<file path="src/rtl/vec_alu_pkg.sv">
// Shared types for the sequential vector ALU.
//   op_e    : 3-bit lane operation code (ADD..DUP)
//   state_e : control FSM states
//   lane_t / vec_t : element and vector types at the default geometry (N=8, V=16)
package vec_alu_pkg;

  localparam int unsigned NDef = 8;
  localparam int unsigned VDef = 16;

  typedef logic [NDef-1:0]      lane_t;
  typedef logic [VDef*NDef-1:0] vec_t;

  typedef enum logic [2:0] {
    OP_ADD = 3'd0,
    OP_SUB = 3'd1,
    OP_AND = 3'd2,
    OP_OR  = 3'd3,
    OP_XOR = 3'd4,
    OP_SHL = 3'd5,
    OP_SHR = 3'd6,
    OP_DUP = 3'd7
  } op_e;

  typedef enum logic [1:0] {
    S_IDLE = 2'd0,
    S_BUSY = 2'd1,
    S_DONE = 2'd2
  } state_e;

endpackage

</file>
<file path="src/rtl/vec_lane_alu.sv">
// One combinational ALU lane, N-bit unsigned.
//   a_i, b_i : lane operands
//   op_i     : operation code
//   sat_i    : saturate ADD (to all-ones) / SUB (to zero)
//   y_o      : lane result
// For DUP the caller feeds the even partner element on a_i; the lane just forwards it.
module vec_lane_alu
  import vec_alu_pkg::*;
#(
  parameter int unsigned N = 8
) (
  input  logic [N-1:0] a_i,
  input  logic [N-1:0] b_i,
  input  op_e          op_i,
  input  logic         sat_i,
  output logic [N-1:0] y_o
);

  localparam int unsigned SW = $clog2(N);

  logic [N:0]    sum;
  logic [N:0]    diff;
  logic [SW-1:0] shamt;

  assign sum   = {1'b0, a_i} + {1'b0, b_i};
  assign diff  = {1'b0, a_i} - {1'b0, b_i};
  assign shamt = b_i[SW-1:0];

  always_comb begin
    y_o = '0;
    unique case (op_i)
      OP_ADD: y_o = (sat_i && sum[N])  ? {N{1'b1}} : sum[N-1:0];
      OP_SUB: y_o = (sat_i && diff[N]) ? '0        : diff[N-1:0];
      OP_AND: y_o = a_i & b_i;
      OP_OR:  y_o = a_i | b_i;
      OP_XOR: y_o = a_i ^ b_i;
      OP_SHL: y_o = a_i << shamt;
      OP_SHR: y_o = a_i >> shamt;
      OP_DUP: y_o = a_i;
      default: y_o = '0;
    endcase
  end

endmodule

</file>
<file path="src/rtl/vec_alu_seq.sv">
// Multi-cycle vector ALU: accepts one V-lane operation, processes L lanes per cycle
// over V/L cycles, then presents the full registered result.
//   clk, rst            : clock, asynchronous active-high reset
//   in_valid/in_ready   : operation handshake (A, B, Op, Sat, Mask latched on accept)
//   out_valid/out_ready : result handshake
//   Result              : registered result vector
//   Busy                : high whenever the FSM is not idle
module vec_alu_seq
  import vec_alu_pkg::*;
#(
  parameter int unsigned N = 8,
  parameter int unsigned V = 16,
  parameter int unsigned L = 4
) (
  input  logic           clk,
  input  logic           rst,
  input  logic           in_valid,
  output logic           in_ready,
  input  logic [V*N-1:0] A,
  input  logic [V*N-1:0] B,
  input  logic [2:0]     Op,
  input  logic           Sat,
  input  logic [V-1:0]   Mask,
  output logic           out_valid,
  input  logic           out_ready,
  output logic [V*N-1:0] Result,
  output logic           Busy
);

  localparam int unsigned G  = V / L;
  localparam int unsigned GW = (G > 1) ? $clog2(G) : 1;

  state_e           state_q, state_d;
  logic [GW-1:0]    g_q, g_d;
  logic [V*N-1:0]   a_q, a_d, b_q, b_d, result_q, result_d;
  op_e              op_q, op_d;
  logic             sat_q, sat_d;
  logic [V-1:0]     mask_q, mask_d;
  logic             out_valid_q, out_valid_d;

  // Operands and results of the group selected by g_q.
  logic [L*N-1:0]   grp_a, grp_b, grp_y;
  logic [L-1:0]     grp_mask;

  always_comb begin
    grp_a    = '0;
    grp_b    = '0;
    grp_mask = '0;
    for (int gi = 0; gi < int'(G); gi++) begin
      if (g_q == GW'(gi)) begin
        grp_a    = a_q[gi*L*N +: L*N];
        grp_b    = b_q[gi*L*N +: L*N];
        grp_mask = mask_q[gi*L +: L];
      end
    end
  end

  for (genvar j = 0; j < int'(L); j++) begin : g_lane
    // Even partner within the group; L is even so pairs never cross groups.
    localparam int unsigned P = j - (j % 2);
    logic [N-1:0] lane_a, lane_y;

    assign lane_a = (op_q == OP_DUP) ? grp_a[P*N +: N] : grp_a[j*N +: N];

    vec_lane_alu #(.N(N)) u_lane (
      .a_i  (lane_a),
      .b_i  (grp_b[j*N +: N]),
      .op_i (op_q),
      .sat_i(sat_q),
      .y_o  (lane_y)
    );

    assign grp_y[j*N +: N] = grp_mask[j] ? lane_y : grp_a[j*N +: N];
  end

  always_comb begin
    state_d     = state_q;
    g_d         = g_q;
    a_d         = a_q;
    b_d         = b_q;
    op_d        = op_q;
    sat_d       = sat_q;
    mask_d      = mask_q;
    result_d    = result_q;
    out_valid_d = out_valid_q;
    unique case (state_q)
      S_IDLE: begin
        if (in_valid) begin
          a_d     = A;
          b_d     = B;
          op_d    = op_e'(Op);
          sat_d   = Sat;
          mask_d  = Mask;
          g_d     = '0;
          state_d = S_BUSY;
        end
      end
      S_BUSY: begin
        for (int gi = 0; gi < int'(G); gi++) begin
          if (g_q == GW'(gi)) result_d[gi*L*N +: L*N] = grp_y;
        end
        if (g_q == GW'(G - 1)) begin
          out_valid_d = 1'b1;
          state_d     = S_DONE;
        end else begin
          g_d = g_q + 1'b1;
        end
      end
      S_DONE: begin
        if (out_ready) begin
          out_valid_d = 1'b0;
          state_d     = S_IDLE;
        end
      end
      default: state_d = S_IDLE;
    endcase
  end

  always_ff @(posedge clk or posedge rst) begin
    if (rst) begin
      state_q     <= S_IDLE;
      g_q         <= '0;
      a_q         <= '0;
      b_q         <= '0;
      op_q        <= OP_ADD;
      sat_q       <= 1'b0;
      mask_q      <= '0;
      result_q    <= '0;
      out_valid_q <= 1'b0;
    end else begin
      state_q     <= state_d;
      g_q         <= g_d;
      a_q         <= a_d;
      b_q         <= b_d;
      op_q        <= op_d;
      sat_q       <= sat_d;
      mask_q      <= mask_d;
      result_q    <= result_d;
      out_valid_q <= out_valid_d;
    end
  end

  assign in_ready  = (state_q == S_IDLE);
  assign out_valid = out_valid_q;
  assign Result    = result_q;
  assign Busy      = (state_q != S_IDLE);

endmodule

</file>
<file path="config.mk">
export PLATFORM = sky130hd
export DESIGN_NAME = vec_alu_seq
export DESIGN_NICKNAME = d
export VERILOG_FILES = /design/src/rtl/vec_alu_pkg.sv /design/src/rtl/vec_lane_alu.sv /design/src/rtl/vec_alu_seq.sv
export SDC_FILE = /design/constraint.sdc
export NUM_CORES = 2
export LEC_CHECK = 0
export CORE_MARGIN = 2
export CORE_UTILIZATION = 33
export DETAILED_ROUTE_END_ITERATION = 8
export PLACE_DENSITY = 0.6
export RECOVER_POWER = 100
export SLEW_MARGIN = 0
export SYNTH_ARGS = -nofsm -noshare
export SYNTH_HDL_FRONTEND = slang
export SYNTH_SLANG_ARGS = --single-unit
</file>
<file path="constraint.sdc">
create_clock -name clk -period 18.3 [get_ports clk]
set_input_delay 1.83 -clock clk [delete_from_list [all_inputs] [get_ports clk]]
set_output_delay 1.83 -clock clk [all_outputs]
set_load 0.02 [all_outputs]
</file>
==> flow_metrics.tcl <==
set metrics [dict create \
    status "finished, violations left" \
    violations "max-capacitance violations, max-slew violations" \
    vias_per_cell 5.51 \
    seq_area_frac_synth_pct 41.1 \
    max-cap-violations 11 \
    critical_path_class "primary input to flip-flop" \
    top_usage_layer "met2" \
    dieArea_um2 77600 \
    tightest_slew_ns 6.35 \
    fmax_ghz 0.0868 \
    root_buffer "clkbuf_16" \
    synth_ff_type "dfrtp_1" \
    portBuffers 410 \
    row_count 100 \
    cts_tree "built" \
    dp_cells 3750 \
    synthSimpleGateAreaFrac_pct 10.5 \
    first_global_vias 21300 \
    critPathMaxFanout 88 \
    final_core_util_pct 41.7 \
    synthCells 2517 \
    wl_um 92000 \
    met3_usage_pct 4.43 \
    cp_data_arrival_time_ns 12.05 \
    grt_max_degree 148 \
    grt_pass1_wl_um 138000 \
    cp-start-kind "primary input" \
    synth.net_count 2909 \
    numCtsBuffers 48 \
    clockBufferDepth 3 \
    dieHeight_um 279 \
    hp-class "flip-flop to flip-flop" \
    synth_compound_area_share_pct 19.9 \
    syn-cell-area_um2 24900 \
    synth_cell_types 106 \
    synth_top_family_by_area "compound AO/OA/AOI/OAI gates" \
    hold_violations 0 \
    post_cts_resized 0 \
    via_count 21100 \
    antenna_found_initial 13 \
    drc 0 \
    setup_viol 0 \
    htree_num_levels 2 \
    wl_per_cell_um 24.0 \
    postRouteAntennaNets 0 \
    yosysWarnings 0 \
    grt.met2_usage_pct 37.4 \
    setup_tns_ns 0 \
    clock_skew_ns 0.0536 \
    hold_ws_ns 0.472 \
    place_congestion 0.979 \
    postCtsSetupBuffers 0 \
    drive_gt1_share_pct 17.0 \
    post-route-period-util_pct 62.9 \
    grt_overflow 0 \
    drt_iter0_markers 1885 \
    io_pins 411 \
    synth-async-reset-ratio_pct 100 \
    clk_latency_ns 0.63 \
    avgSynthCellArea_um2 9.88 \
    grt_use_met1_pct 32.2 \
    slew_violations 670 \
    cts.sinks 409 \
    ys_ff_latch 409 \
    clkTransAtPathRegs_ns 0.06 \
    synth_edf_count 0 \
    cts_hold_buf 0 \
    core-area_um2 74600 \
    setup.worst_path.end_class "flip-flop" \
    slew_headroom_pct -323 \
    synthXorXnorAreaFrac_pct 1.44 \
    rsz0062_at_grt "no" \
    first_pass_iters 6 \
    synthAdderAreaFrac_pct 5.87 \
    fin_cells 3838 \
    synth.area.mux_share_pct 15.9 \
    dp_hpwl_um 69200 \
    grtUsageTotal_pct 23.3 \
    cp.required_ns 18.83 \
    layout_min_cycle_time_ns 11.52 \
    start_util_pct 33.4 \
    dieWidth_um 279 \
    syn2layout_area_growth_pct 24.8 \
    final_nets 3223 \
]
==> through the flow <==
| stage | cell area (µm²) | worst slack (ns) |
|---|---|---|
| global placement | 29700 | 12.12 |
| floorplan | 24900 | 5.09 |
| CTS | 31200 | 11.97 |
| detailed placement | 29700 | 12.02 |
| global route | 31100 | 5.83 |
| finish | 31100 | 6.78 |
==> state kept, by name, indices dropped and copies added, names as in the netlist <==
name	flops
g_q	2
a_q	128
Result	128
out_valid	1
sat_q	1
state_q	2
op_q	3
mask_q	16
b_q	128
==> layout make-up <==
class                           instances  area (µm²)
Clock inverter                         21         213
Antenna cell                            5        12.5
Timing Repair Buffer                  446        4360
Clock buffer                           62        1300
Multi-Input combinational cell       1812       13300
Sequential cell                       409       10200
Fill cell                            7260       43500
Tap cell                              969        1210
Inverter                              114         439
==> cell usage in the layout (no fill, tap or decap), types with 96 or more instances in the layout <==
cell / Yosys / layout
dfrtp_1: 409 / 406
ha_1: 104 / 101
o21ai_0: 113 / 145
dlygate4sd3_1: 0 / 134
nand2_1: 238 / 234
nor2_1: 179 / 179
a21oi_1: 217 / 218
clkdlybuf4s50_1: 0 / 276
inv_1: 97 / 96
mux2_2: 285 / 284
==> Yosys cell counts, types with 15 or more instances <==
cell	n	area, µm²
a21o_1	37	278
a22oi_1	18	135
a221oi_1	17	149
nor2_1	179	672
nand2_1	238	893
o21ai_1	45	225
buf_2	40	200
o22ai_1	57	357
ha_1	104	1300
buf_1	22	82.6
dfrtp_1	409	10200
clkbuf_1	94	353
a21oi_1	217	1090
nor3_1	30	150
o21ai_0	113	566
o211ai_1	24	180
o31ai_1	15	113
nor2b_1	18	113
buf_4	15	113
a31oi_1	22	138
mux2i_1	52	521
inv_1	97	364
xnor2_1	35	307
mux2_2	285	3210
==> path summary, 6_finish.rpt <==
check                           start          to  slack (ns)  cells after the start
setup / recovery             in_valid     b_q[90]        6.78                      5
hold / removal             Result[20]  Result[20]        0.47                      2
setup reg to reg           state_q[0]     b_q[90]        7.75                      6
hold reg to reg            Result[20]  Result[20]        0.47                      2
max in group asynchronous         rst     op_q[0]        8.03                      4
min in group asynchronous         rst     b_q[22]        3.63                      2
==> critical path, stage by stage <==
cell and delay [ns]:
dlygate4sd3_1 0.61, and2_0 2.60, clkbuf_1 2.70, clkbuf_1 3.50
mux2_2 0.65
==> layer usage <==
| metal | wire [µm] | share of wire (%) |
|---|---|---|
| met1 | 41500 | 45 |
| met2 | 42200 | 46 |
| met3 | 5900 | 6.4 |
| met4 | 2370 | 2.6 |
| met5 | 89 | 0.097 |
==> cells by family (layout without fill, tap and decap cells) <==
logic type	after synthesis	after routing
AO/OA/AOI/OAI	734	734
XOR/XNOR	41	41
adder cells (fa/ha/maj)	112	112
buffers and inverters	296	643
flip-flops	409	409
multiplexers	348	348
other	0	5
AND/OR/NAND/NOR	577	577
Power is left out: the tool's default activity adds up to more than one toggle a clock period on the data nets, which glitch-free logic cannot reach.
